$ cat config.mk
export PLATFORM = sky130hd
export DESIGN_NAME = debug_trace_buffer
export DESIGN_NICKNAME = d
export VERILOG_FILES = /design/src/rtl/debug_trace_buffer.sv
export SDC_FILE = /design/constraint.sdc
export NUM_CORES = 1
export LEC_CHECK = 0
export ABC_AREA = 1
export CORE_MARGIN = 2
export CORE_UTILIZATION = 70
export CTS_BUF_LIST = sky130_fd_sc_hd__clkbuf_2
export CTS_CLUSTER_SIZE = 12
export DETAILED_ROUTE_END_ITERATION = 10
export DONT_BUFFER_PORTS = 1
export PLACE_DENSITY = 0.95
export RECOVER_POWER = 100
export SYNTH_ARGS = -nofsm -noshare
export SYNTH_HDL_FRONTEND = slang
export SYNTH_SLANG_ARGS = --single-unit
$ cat constraint.sdc
create_clock -name clk -period 6.6 [get_ports clk]
set_input_delay 0.66 -clock clk [delete_from_list [all_inputs] [get_ports clk]]
set_output_delay 0.66 -clock clk [all_outputs]
set_load 0.03 [all_outputs]
$ cat src/rtl/debug_trace_buffer.sv
// Circular trace buffer for the debug select bus: mask/value trigger, post-trigger count, oldest-first readout.
// Optional trigger timestamp enabled with `define DEBUG_TRACE_STAMP_EN.
module debug_trace_buffer #(
    parameter int DATA_W = 8,
    parameter int DEPTH  = 16,
    parameter int ADDR_W = 4
) (
    input  logic              clk,
    input  logic              rst_n,
    input  logic              arm,
    input  logic              sample_en,
    input  logic [DATA_W-1:0] sample_in,
    input  logic [DATA_W-1:0] trig_mask,
    input  logic [DATA_W-1:0] trig_value,
    input  logic [ADDR_W-1:0] post_len,
    input  logic              rd_req,
    output logic [DATA_W-1:0] rd_data,
    output logic              rd_valid,
    output logic              busy,
    output logic              done,
    output logic [15:0]       trig_stamp
);

    typedef enum logic [1:0] {S_IDLE, S_ARMED, S_POST, S_DONE} state_t;

    localparam logic [ADDR_W:0] FULL = (ADDR_W+1)'(DEPTH);

    state_t            state, state_next;
    logic [DATA_W-1:0] mem [DEPTH];
    logic [ADDR_W-1:0] wr_ptr, rd_ptr, post_cnt;
    logic [ADDR_W:0]   fill, rd_left;

    logic              hit, wr_en, rd_en, post_load, post_dec, enter_done;
    logic [ADDR_W-1:0] wr_ptr_inc;
    logic [ADDR_W:0]   fill_inc;

    always_comb begin
        hit        = sample_en && ((sample_in & trig_mask) == (trig_value & trig_mask));
        wr_en      = sample_en && !arm && (state == S_ARMED || state == S_POST);
        rd_en      = rd_req && !arm && (state == S_DONE) && (rd_left != '0);
        wr_ptr_inc = wr_ptr + 1'b1;
        fill_inc   = (fill == FULL) ? fill : fill + 1'b1;
    end

    always_comb begin
        state_next = state;
        post_load  = 1'b0;
        post_dec   = 1'b0;
        case (state)
            S_IDLE: begin
                if (arm) state_next = S_ARMED;
            end
            S_ARMED: begin
                if (arm) begin
                    state_next = S_ARMED;
                end else if (hit) begin
                    if (post_len == '0) begin
                        state_next = S_DONE;
                    end else begin
                        state_next = S_POST;
                        post_load  = 1'b1;
                    end
                end
            end
            S_POST: begin
                if (arm) begin
                    state_next = S_ARMED;
                end else if (sample_en) begin
                    post_dec = 1'b1;
                    if (post_cnt == ADDR_W'(1)) state_next = S_DONE;
                end
            end
            S_DONE: begin
                if (arm) state_next = S_ARMED;
            end
            default: state_next = S_IDLE;
        endcase
        enter_done = (state_next == S_DONE) && (state != S_DONE);
    end

    always_ff @(posedge clk or negedge rst_n) begin
        if (!rst_n) state <= S_IDLE;
        else        state <= state_next;
    end

    always_ff @(posedge clk) begin
        if (wr_en) mem[wr_ptr] <= sample_in;
    end

    always_ff @(posedge clk or negedge rst_n) begin
        if (!rst_n) begin
            wr_ptr   <= '0;
            rd_ptr   <= '0;
            fill     <= '0;
            post_cnt <= '0;
            rd_left  <= '0;
            rd_data  <= '0;
            rd_valid <= 1'b0;
            busy     <= 1'b0;
            done     <= 1'b0;
        end else begin
            busy     <= (state_next == S_ARMED) || (state_next == S_POST);
            done     <= (state_next == S_DONE);
            rd_valid <= rd_en;
            if (rd_en) rd_data <= mem[rd_ptr];
            if (arm) begin
                wr_ptr   <= '0;
                rd_ptr   <= '0;
                fill     <= '0;
                post_cnt <= '0;
                rd_left  <= '0;
            end else begin
                if (wr_en) begin
                    wr_ptr <= wr_ptr_inc;
                    fill   <= fill_inc;
                end
                if (post_load)     post_cnt <= post_len;
                else if (post_dec) post_cnt <= post_cnt - 1'b1;
                // Entry to DONE always coincides with a write, so use post-write pointer/fill
                if (enter_done) begin
                    rd_ptr  <= (fill_inc == FULL) ? wr_ptr_inc : '0;
                    rd_left <= fill_inc;
                end else if (rd_en) begin
                    rd_ptr  <= rd_ptr + 1'b1;
                    rd_left <= rd_left - 1'b1;
                end
            end
        end
    end

`ifdef DEBUG_TRACE_STAMP_EN
    logic [15:0] stamp_cnt;

    always_ff @(posedge clk or negedge rst_n) begin
        if (!rst_n) begin
            stamp_cnt  <= '0;
            trig_stamp <= '0;
        end else if (arm) begin
            stamp_cnt  <= '0;
            trig_stamp <= '0;
        end else if (state == S_ARMED && sample_en) begin
            if (hit) trig_stamp <= stamp_cnt;
            if (stamp_cnt != '1) stamp_cnt <= stamp_cnt + 1'b1;
        end
    end
`else
    assign trig_stamp = '0;
`endif

endmodule

-- Word-level counts from Yosys, hierarchy flattened
Memories as Yosys holds them, arrays and structs flattened. A register that Yosys moved wholly into a read port is not among the register bits.
Index checks and enable logic that the tools add are counted.
- bits of input ports: 33
- ROM bits: 0
- memory bits (writable): 128
- memories kept: 1
- bits in registers: 27
- latch bits: 0
- word-level logic and storage cells: 78
- reductions and logical operators: 18
- add/subtract/negate cells: 5
- shift operators: 0
- eq/ne operators: 11
- muxes and demuxes: 32
- order comparisons: 0
- bitwise gates (word level): 2
- $mul: 0
- divide/modulo/power cells: 0
- memory list (name ; depth ; bits a word ; read ports ; clocked after Yosys merged registers in ; wr ports ; RTL line ; text):
    mem ; 16 ; 8 ; 1 ; 1 ; 1 ; 29 ; logic [DATA_W-1:0] mem [DEPTH];
- operator list (operator ; count):
    2-to-1 mux 4 bit ; 9
    2-to-1 mux 5 bit ; 6
    bitwise AND 8 bit ; 2
    2-to-1 mux 2 bit ; 6
    == test 5 bit, second input constant ; 2
    2-to-1 mux 1 bit ; 10
    adder 4 x 1 -> 4 bit, second input constant ; 2
    == test 2 bit, second input constant ; 4
    == test 8 bit ; 1
    logical AND 1 bit ; 7
    one-hot mux 2 bit (3 select lines) ; 1
    nonzero test 3 bit ; 2
    adder 5 x 1 -> 5 bit, second input constant ; 1
    nonzero test 5 bit ; 1
    subtractor 5 x 1 -> 5 bit, second input constant ; 1
    == test 2 x 1 -> 1 bit, second input constant ; 2
    == test 4 x 1 -> 1 bit, second input constant ; 1
    zero test 4 bit ; 1
    subtractor 4 x 1 -> 4 bit, second input constant ; 1
    zero test 1 bit ; 2
    zero test 2 bit ; 1
    logical OR 1 bit ; 2
    inequality test 2 bit, second input constant ; 1
    nonzero test 2 bit ; 1
    OR reduction 2 bit ; 1

-- Depth between registers and ports, before layout
- word-level depth: 10
- mapped depth: 17
- mapped depth without buffers: 17

-- Worst setup path before layout
OpenSTA, ideal clock, no wires.
- kind: input-to-reg
- start: in sample_in[5]
- end: reg rd_left[1]
- slack: 3.862 ns
- library setup time: 0.129 ns
- data arrival time: 2.609 ns
- cell stages on the path: 13
- path buffers: 1
- cell sequence: or2_0 -> nand3_1 -> nand2_1 -> nor3_2 -> o21ai_0 -> o21ai_0 -> ha_1 -> inv_1 -> nor2_2 -> inv_1 -> clkbuf_1 -> o21ai_0 -> o22ai_1
- cells in the longest elaborated chain, start to end: 10
- RTL lines (item ; RTL line ; text):
    start: declaration ; 12 ; input logic [DATA_W-1:0] sample_in,
    bitwise AND 8 bit * ; 38 ; hit = sample_en && ((sample_in & trig_mask) == (trig_value & trig_mask));
    == test 8 bit * ; 38 ;
    logical AND 1 bit * ; 38 ;
    2-to-1 mux 2 bit * ; 56 ; end else if (hit) begin
    2-to-1 mux 2 bit * ; 54 ; if (arm) begin
    one-hot mux 2 bit (3 select lines) * ; 49 ; case (state)
    via state_next[1] ; 28 ; state_t state, state_next;
    == test 2 bit * ; 78 ; enter_done = (state_next == S_DONE) && (state != S_DONE);
    logical AND 1 bit * ; 78 ;
    2-to-1 mux 5 bit ; 120 ; if (enter_done) begin
    2-to-1 mux 5 bit ; 106 ; if (arm) begin
    end signal: assignment ; 122 ; rd_left <= fill_inc;
    end signal: assignment ; 125 ; rd_left <= rd_left - 1'b1;
    end: declaration ; 31 ; logic [ADDR_W:0] fill, rd_left;
The timed path passes the listed nets; every way through them passes the cells marked *.
A chain may end at the register's enable or synchronous reset.

-- Worst setup path in the final report
- start: reg state[1]
- end: reg rd_left[4]
- RTL lines (item ; RTL line ; text):
    start: declaration ; 28 ;
    start signal: assignment ; 83 ; else state <= state_next;
    == test 2 bit or zero test 2 bit (tied branches) ; 49 ;
    OR reduction 2 bit (no line) ; n/a ;
    one-hot mux 2 bit (3 select lines) * ; 49 ;
    via state_next[0] ; 28 ;
    == test 2 bit * ; 78 ;
    logical AND 1 bit * ; 78 ;
    2-to-1 mux 5 bit ; 120 ;
    2-to-1 mux 5 bit ; 106 ;
Marked as above.

==> impl_results.md <==
* Status: complete, but fails checks
* Failing checks: capacitance limit, slew limit
* IO buf count at 0
* Comb pwr share at 0.224
* Total die area at 11400 sq um
* Total clock sinks at 163
* Resize count post-CTS at 0
* CP max stage cell: nor3_1
* Number of remaining DRC errors at 0
* Fin nets at 726
* Routed vias/inst at 6.38
* DR vias at 5276
* Worst Skew at 0.0445 ns
* Finished Core Util at 0.741
* Max VDD drop at 0.205 mV
* Fin Hold WS at 0.0407 ns
* Post-Syn Area per Cell at 10.9 sq um
* Transition time of the tightest slew-check pin at 2.11 ns
* Drt initial violations at 777
* Die W at 107 um
* Setup TNS at 0 ns
* Router iterations before antenna repair at 7
* CP Cell Sequence: inv_1, ha_1, inv_1, a21oi_1, nand4_1, o211a_1, ha_1, inv_1, nor2_1, nor3_1, inv_1, o21ai_0
* Pwr Total at 0.00229 W
* Largest net degree at the start of global routing at 69
* Cells after Synth at 676
* Seq cells post-synth at 163
* CP Launch Type: flip-flop
* Crit Path Category: flip-flop to flip-flop
* Delay-heaviest family, CP: simple AND/OR/NAND/NOR gates
* Die Height at 107 um
* Layout cells sized above 1 at 0.0579
* Inst Count DP at 785
* Number of fill cells in the layout at 612
* Power Density at 301 nW/um^2
* Max FO, Critical Path at 10
* Final Cycle Share at 0.515
* Required time of the critical path at 7.23 ns
* Critical path's largest stage delay at 0.67 ns
* Gp weighted congestion at 0.883
* CTS tree: yes
* Post CTS Setup Buffer Count at 0
* Clock Latency Late Sink at 0.72 ns
* Max Freq at 294 MHz
* Root Buffer: clkbuf_2
* H-tree depth at 4
* Synth-to-Final Area Change at 3.43%
* Post-detail-place hpwl at 10.4 mm
* CP Capture Type: flip-flop
* Signal arrival time at the worst endpoint at 4.03 ns
* Final min period at 3.40 ns
* Worst Path Buf+Inv at 4
* Distinct cells, synth at 40
* Endpoints failing setup at 0
* Worst-path clk slew at 0.21 ns
* Sw frac at 0.355
* First-pass GRT wire length at 26.4 mm
* Mapped cell area at 7360 sq um
* Sequential element share of the synthesized area at 0.641
* Final slew viol count at 55
* Yosys warnings at 0
* RSZ-0062 raised after global routing: no
* Fin cells at 827
* N_diodes at 0
* Max Buffers Root-to-Sink at 2
* NetSw at 0.000815 W
* Vias in the first global route at 5104
* Clock power frac at 0.215
* Antenna violations before repair at 1
* Leak Pwr at 2.81 nW
* Cell internal pwr at 0.00148 W
* Endpoints failing hold at 0
* Core Area at 10300 sq um
* Global route overflow at 0
* Post-Route WL at 16.9 mm
* Starting Density at 0.716
* Max_slew headroom at -0.409
* GRT Total Usage at 0.315
* Max-Cap Viols at 2
* IO Count at 60
* Row Count at 37
* Drt wl/cell at 20.5 um
* CP most frequent cell: inv_1
* Sequential Power Share at 0.561
* Final ANT Viol Nets at 0
* Hold Crit Class: input port to flip-flop
* Inserted Clock Buffers at 17
## final timing paths
path	startpoint	slack [ns]	to	cells past startpoint
worst max-delay path	state[1]	3.20	rd_left[4]	12
worst max register to register	state[1]	3.20	rd_left[4]	12
max in group asynchronous	rst_n	4.18	rd_ptr[0]	2
worst min register to register	fill[4]	0.59	fill[4]	2
worst min-delay path	sample_in[2]	0.04	mem[2][2]	0
min in group asynchronous	rst_n	1.09	rd_data[7]	2
## cell type report
cell class                 count  area (sq um)  area share
clock buffer                  18          90.1      0.0118
clock inverter                14           124      0.0163
inverter                      41           159      0.0209
multi-input combinational    443          2240       0.294
sequential                   163          4720       0.620
tap                          136           170      0.0224
timing repair buffer          12           109      0.0143
## placed cells by master, fill, tap and decap left out, drive strengths merged, types with 2 or more instances in the layout
master       netlist  final
nor2             142    142
o21ai             86     86
clkinvlp           0      2
a21oi              6      6
edfxtp           128    128
a31oi              9      9
o22ai             10     10
ha                15     15
xor2               8      8
conb               1     16
dfrtp             35     35
o211ai            33     33
clkinv             1      6
nand3             30     30
nand2             67     67
nor3               7      7
dlygate4sd3        0      9
inv               40     46
clkbuf            17     19
nand4              6      6
buf               27      2
## per-stage QoR
stage	setup slack, ns	area [sq um]
CTS	3.71	7680
detailed placement	3.51	7350
finish	3.20	7610
floorplan	3.86	7420
global route	3.01	7610
global placement	3.72	7350
## per-layer routing
layer / track usage / wire length, um / part of all wire / vias to the layer above
li1: - / - / - / 2343
met5: 0 / 13 / 0.00077 / -
met2: 0.537 / 8710 / 0.51 / 337
met4: 0.184 / 967 / 0.057 / 2
met1: 0.377 / 5750 / 0.34 / 2527
met3: 0.0552 / 1500 / 0.088 / 67
## cell usage after synthesis (all sizes together)
master / instances / share of area
nor2: 142 / 0.074
edfxtp: 128 / 0.52
o21ai: 86 / 0.058
nand2: 67 / 0.034
inv: 40 / 0.020
dfrtp: 35 / 0.12
o211ai: 33 / 0.034
nand3: 30 / 0.021
buf: 27 / 0.025
clkbuf: 17 / 0.0087
ha: 15 / 0.025
o22ai: 10 / 0.0085
a31oi: 9 / 0.0097
xor2: 8 / 0.0095
nor3: 7 / 0.0076
a21oi: 6 / 0.0056
nand4: 6 / 0.0059
a21o: 1 / 0.0010
a22o: 1 / 0.0012
and2: 1 / 0.00085
clkinv: 1 / 0.0012
conb: 1 / 0.00051
nand3b: 1 / 0.0010
nor3b: 1 / 0.0017
o211a: 1 / 0.0014
or2: 1 / 0.00085
xnor2: 1 / 0.0012
## kinds of logic after synthesis
kind of cell,after synthesis,synth area share
AND/OR/NAND/NOR,256,0.147
flip-flops,163,0.641
AO/OA/AOI/OAI,147,0.119
buffers and inverters,85,0.0556
adder cells (fa/ha/maj),15,0.0255
XOR/XNOR,9,0.0107
other,1,0.000509
## power groups by stage
stage	Sequential, W	Clock, W	Combinational [W]
5_1_grt	0.00129	0.000533	0.000569
6_report	0.00129	0.000493	0.000514
2_1_floorplan	0.00128	0	0.000397
3_5_place_dp	0.00131	0	0.000487
3_3_place_gp	0.00130	0	0.000452
4_1_cts	0.00129	0.000492	0.000513
## timing repair
item,4_1_cts,5_1_grt
endpoints found under the hold margin,142,0
hold buffers,10,0
setup endpoints to repair,0,0
## sequential cells by signal (all words and copies together) (netlist names), 2 cells and up
| name | count |
|---|---|
| mem | 128 |
| rd_data | 8 |
| fill | 5 |
| rd_left | 5 |
| post_cnt | 4 |
| rd_ptr | 4 |
| wr_ptr | 4 |
| state | 2 |
## worst reg2reg max path, cell delays in order, from the launching register on
cell,delay (ns)
dfrtp_1,0.46
inv_1,0.11
ha_1,0.21
inv_1,0.09
a21oi_1,0.26
nand4_1,0.39
o211a_1,0.26
ha_1,0.21
inv_1,0.06
nor2_1,0.09
nor3_1,0.68
inv_1,0.27
o21ai_0,0.25
Power figures use the tool's default switching activity.
